===== config.mk =====
export PLATFORM = sky130hd
export DESIGN_NAME = sha256_w_scheduler
export DESIGN_NICKNAME = d
export VERILOG_FILES = /design/src/rtl/sha256_w_scheduler.sv
export SDC_FILE = /design/constraint.sdc
export NUM_CORES = 2
export LEC_CHECK = 0
export BUFFER_PORTS_ARGS = -buffer_cell sky130_fd_sc_hd__buf_2
export CAP_MARGIN = 20
export CORE_MARGIN = 2
export CORE_UTILIZATION = 45
export DETAILED_ROUTE_END_ITERATION = 6
export HOLD_SLACK_MARGIN = 0.03
export PLACE_DENSITY_LB_ADDON = 0.2
export SETUP_SLACK_MARGIN = 0.5
export SYNTH_ARGS = -nofsm -noshare
export SYNTH_HDL_FRONTEND = slang
export SYNTH_SLANG_ARGS = --single-unit
export TNS_END_PERCENT = 10

===== constraint.sdc =====
create_clock -name clk -period 52.1 [get_ports clk]
set_input_delay 13.025 -clock clk [delete_from_list [all_inputs] [get_ports clk]]
set_output_delay 13.025 -clock clk [all_outputs]
set_load 0.02 [all_outputs]

===== src/rtl/sha256_w_scheduler.sv =====
// SHA-256 message-schedule sequencer: loads one 512-bit block and streams
// W0..W(ROUNDS-1) over a valid/ready handshake using a 16-word sliding window.

module sha256_calculate_w (
    input  logic [511:0] block_w,
    output logic [31:0]  w_t
);
    logic [31:0] w0;
    logic [31:0] w1;
    logic [31:0] w9;
    logic [31:0] w14;
    logic [31:0] s0;
    logic [31:0] s1;
    logic        unused_bits;

    // Only W[t], W[t+1], W[t+9], W[t+14] feed the recurrence
    assign unused_bits = ^{block_w[447:224], block_w[191:64], block_w[31:0]};

    always_comb begin
        w0  = block_w[511:480];
        w1  = block_w[479:448];
        w9  = block_w[223:192];
        w14 = block_w[63:32];
        s0  = {w1[6:0], w1[31:7]} ^ {w1[17:0], w1[31:18]} ^ (w1 >> 3);
        s1  = {w14[16:0], w14[31:17]} ^ {w14[18:0], w14[31:19]} ^ (w14 >> 10);
        w_t = s1 + w9 + s0 + w0;
    end
endmodule

module sha256_w_scheduler #(
    parameter int ROUNDS = 64
) (
    input  logic         clk,
    input  logic         rst,
    input  logic         flush,
    input  logic         blk_valid,
    output logic         blk_ready,
    input  logic [511:0] blk_data,
    output logic         w_valid,
    input  logic         w_ready,
    output logic [31:0]  w_data,
    output logic [5:0]   w_index,
    output logic         w_last,
    output logic         busy
);
    typedef enum logic {
        S_IDLE = 1'b0,
        S_RUN  = 1'b1
    } state_t;

    localparam logic [5:0] LAST_T = 6'(ROUNDS - 1);

    state_t       state_q;
    state_t       state_d;
    logic [511:0] window_q;
    logic [511:0] window_d;
    logic [5:0]   t_q;
    logic [5:0]   t_d;
    logic [31:0]  w_next;
    logic         run;
    logic         at_last;
    logic         hs;
    logic         load;

    sha256_calculate_w u_calc (
        .block_w (window_q),
        .w_t     (w_next)
    );

    assign run     = (state_q == S_RUN);
    assign at_last = (t_q == LAST_T);
    assign hs      = run & w_ready;

    // Ready may rise in RUN on the final handshake so blocks chain without a gap
    assign blk_ready = !flush & (!run | (at_last & w_ready));
    assign load      = blk_valid & blk_ready;

    assign w_valid = run;
    assign busy    = run;
    assign w_data  = window_q[511:480];
    assign w_index = t_q;
    assign w_last  = run & at_last;

    always_comb begin
        state_d  = state_q;
        window_d = window_q;
        t_d      = t_q;
        if (flush) begin
            state_d = S_IDLE;
            t_d     = 6'd0;
        end else if (load) begin
            state_d  = S_RUN;
            window_d = blk_data;
            t_d      = 6'd0;
        end else if (hs) begin
            window_d = {window_q[479:0], w_next};
            if (at_last) begin
                state_d = S_IDLE;
                t_d     = 6'd0;
            end else begin
                t_d = t_q + 6'd1;
            end
        end
    end

    always_ff @(posedge clk or posedge rst) begin
        if (rst) begin
            state_q  <= S_IDLE;
            window_q <= '0;
            t_q      <= 6'd0;
        end else begin
            state_q  <= state_d;
            window_q <= window_d;
            t_q      <= t_d;
        end
    end
endmodule


==> results by group <==
Worst hold path
  – Sink of the worst hold path: window_q[8]
  – Beginning of the worst hold path: window_q[8]
  – Worst hold path depth: 2
  – Hold Path Class: flop to flop

Floorplan
  – Chip Height: around 250 microns
  – Row cnt: about 90
  – DIE AREA: 63900 sq um
  – Ports: 559
  – Die X: around 250 microns
  – Core area: 61500 sq um
  – Initial core utilization: between 40% and 50%

Critical path
  – R2r setup slk: 47.41 ns
  – Worst r2r path cells: 9
  – CP startpoint: w_ready
  – Setup crit end kind: primary output
  – Reg-to-Reg End: window_q[321]
  – FF-to-FF Start: busy
  – Max stage delay on crit path: ~0.33 ns
  – Arrival time at the worst endpoint: ~14 ns
  – Worst EP required: ~39 ns
  – Slowest-stage cell, CP: a21oi_1
  – CP delay by family, top: buffers and inverters
  – Critical Path, Cell by Cell: buf_2, nand3_1, a21oi_1, buf_2
  – Crit path kind: primary input to primary output
  – Buf+Inv Stages, Crit Path: 2
  – Most frequent CP cell: buf_2
  – Crit path launch type: primary input
  – Crit path max fanout: 3

Yosys
  – Commonest cells in the netlist: 1015 x nand2_1, 529 x nor2_1, 519 x dfrtp_1
  – Compound-Gate Fraction of Synth Area: between 10% and 20%
  – Post-synth ARST share: 100%
  – Synthesis-stage register bit count: 519
  – Ys Warns: 0
  – Mean Syn Cell Area: 8.12 sq um
  – Top cell type's share of synthesized area: a little under half
  – Post-synth EDFFs: 0
  – Post-Synth Simple-Gate Area: a little over a fifth
  – Top cell type by total area after synthesis: dfrtp_1
  – Ranking of synthesized cells by area: dfrtp_1 47%, nand2_1 14%, a31oi_1 11%
  – Sequential area share after synthesis: 46.6%
  – Top-count cell post-synth: nand2_1
  – Synth Area in Adders: a little under 6%
  – Main synth FF type: dfrtp_1
  – Synth unique cells: between 50 and 60
  – Post-Synth XOR/XNOR Area: around 4.6%
  – Post-Synthesis Cell Area: approximately 28000 sq um
  – Mapped Cells: ~3400
  – Post-synthesis mux area share: 0.108%
  – Main combinational cell family by area after synthesis: simple AND/OR/NAND/NOR gates
  – Mapped Nets: approximately 4000

CTS
  – TritonCTS Sinks: between 500 and 600
  – Total CTS buffers: 57
  – Root Driver: clkbuf_16
  – CTS tree: built
  – H-Tree Level Count: 2
  – Post-CTS Hold Fix Bufs: 0
  – Setup bufs post-CTS: 0
  – Post-CTS sizing: 0
  – Clock Latency Late Sink: 0.66 ns
  – Max Root-Sink Buffers: 3
  – Clock transition at path regs: 0.06 ns

Global route
  – First-pass GRT wire length: roughly 150000 microns
  – Antenna violations before repair: 5
  – Grt ovf: 0
  – Largest net degree at the start of global routing: about 220
  – Tot GR Track Use: about a third
  – Vias in the first global route: approximately 24000

Final layout
  – Fillers: between 6000 and 7000
  – Area delta synth->final: 16.2%
  – Core Util, Final: about 53%
  – Layout Nets: around 4400
  – Non-Filler Cell Area, Final: between 30000 and 40000 sq um
  – Fraction of layout instances using a drive strength above 1: about 18%

Placed design
  – Gp weighted congestion: between 0.9 and 1
  – Hpwl dp: between 70000 and 80000 microns
  – Placement Setup Slack: 25.34 ns
  – IO Port Bufs: between 500 and 600
  – Area after DPL: between 30000 and 40000 sq um

STA
  – Max Freq: 37.4 MHz
  – Slew headroom: 13.6%
  – Worst Slack Setup Final: approximately 25 ns
  – RSZ-0062 raised after global routing: false
  – Post-Route Skew: 0.0399 ns
  – Final hold violation count: 0
  – Tcrit/Tclk final: between 50 and 60%
  – Period minus WS final: about 27 ns
  – Setup_tns: 0 ns
  – Pins over their slew limit: 0
  – Worst Tran Pin Value: about 1.3 ns
  – # setup viols final: 0

Route
  – Vias per Instance: approximately 5.5
  – Final WL: between 100000 and 150000 microns
  – Final ANT Viol Nets: 0
  – Drt drc: 0
  – Vias: 25300
  – DRT iter0 DRCs: 2710
  – DR WL/cell: between 20 and 25 microns
  – DRT Pass-1 Iters: 6

Job
  – Max-Cap Viols: 0

Outcome
  – Outcome: complete, no violations
==> registers in the layout, summed over array words and instances, names as in the netlist <==
name,cells
busy,1
window_q,512
w_index,6
==> cell families after synthesis <==
logic type | Yosys count
buffers and inverters | 439
flip-flops | 519
multiplexers | 3
AO/OA/AOI/OAI | 639
AND/OR/NAND/NOR | 1593
XOR/XNOR | 145
adder cells (fa/ha/maj) | 94
==> cells in the final DEF, fill, tap and decap left out, types with 5 or more instances in the layout <==
| master | n |
|---|---|
| nand4_1 | 5 |
| ha_1 | 32 |
| a22oi_1 | 10 |
| inv_1 | 124 |
| clkinv_2 | 13 |
| clkbuf_1 | 15 |
| nand3_1 | 11 |
| xnor2_1 | 88 |
| o21ai_0 | 33 |
| xor2_1 | 57 |
| a211oi_1 | 5 |
| buf_2 | 558 |
| fa_1 | 62 |
| a31oi_1 | 488 |
| nor3_1 | 9 |
| nand2_1 | 1014 |
| nor2_1 | 528 |
| clkbuf_8 | 13 |
| clkbuf_16 | 57 |
| a21o_1 | 7 |
| and3_1 | 7 |
| dfrtp_1 | 519 |
| buf_4 | 21 |
| a21oi_1 | 59 |
==> layout make-up <==
type / instances / area (sq um) / share of cell area, %
antenna: 2 / 5.00 / 0.0155
clock buffer: 85 / 1660 / 5.13
clock inverter: 19 / 203 / 0.626
inverter: 125 / 477 / 1.47
multi-input combinational: 2474 / 13000 / 40.3
sequential: 519 / 13000 / 40.1
tap: 790 / 988 / 3.05
timing repair buffer: 582 / 3010 / 9.30
==> worst register-to-register path, delay by kind of cell, from the launching register on <==
kind / cells / cell delay, ns
compound gates: 2 / 0.44
flops: 1 / 0.44
buf+inv: 4 / 3.16
simple gates: 3 / 0.60
==> worst max path at each step <==
stage / to / slack, ns / depth (start not counted)
after floorplan: busy / 24.58 / 1
after global placement: blk_ready / 25.34 / 4
after detailed placement: blk_ready / 25.34 / 4
after CTS: blk_ready / 25.34 / 4
after global routing: blk_ready / 25.27 / 4
final: blk_ready / 25.33 / 4
==> metrics by stage <==
stage	instances	hold WS, ns
floorplan	3432	0.450
global placement	4490	0.462
detailed placement	4490	0.471
CTS	4594	0.486
global route	4594	0.519
finish	4596	0.481
==> metal layers <==
metal	vias to the layer above	global-route usage, %	wire (microns)
li1	11900	-	-
met1	12200	42.8	42900
met2	1022	49.1	46600
met3	172	6.11	7980
met4	4	12.7	4410
met5	-	0	23
Power is not shown: default switching activity piles up to over one toggle a cycle in this logic, so the estimate is an artifact.
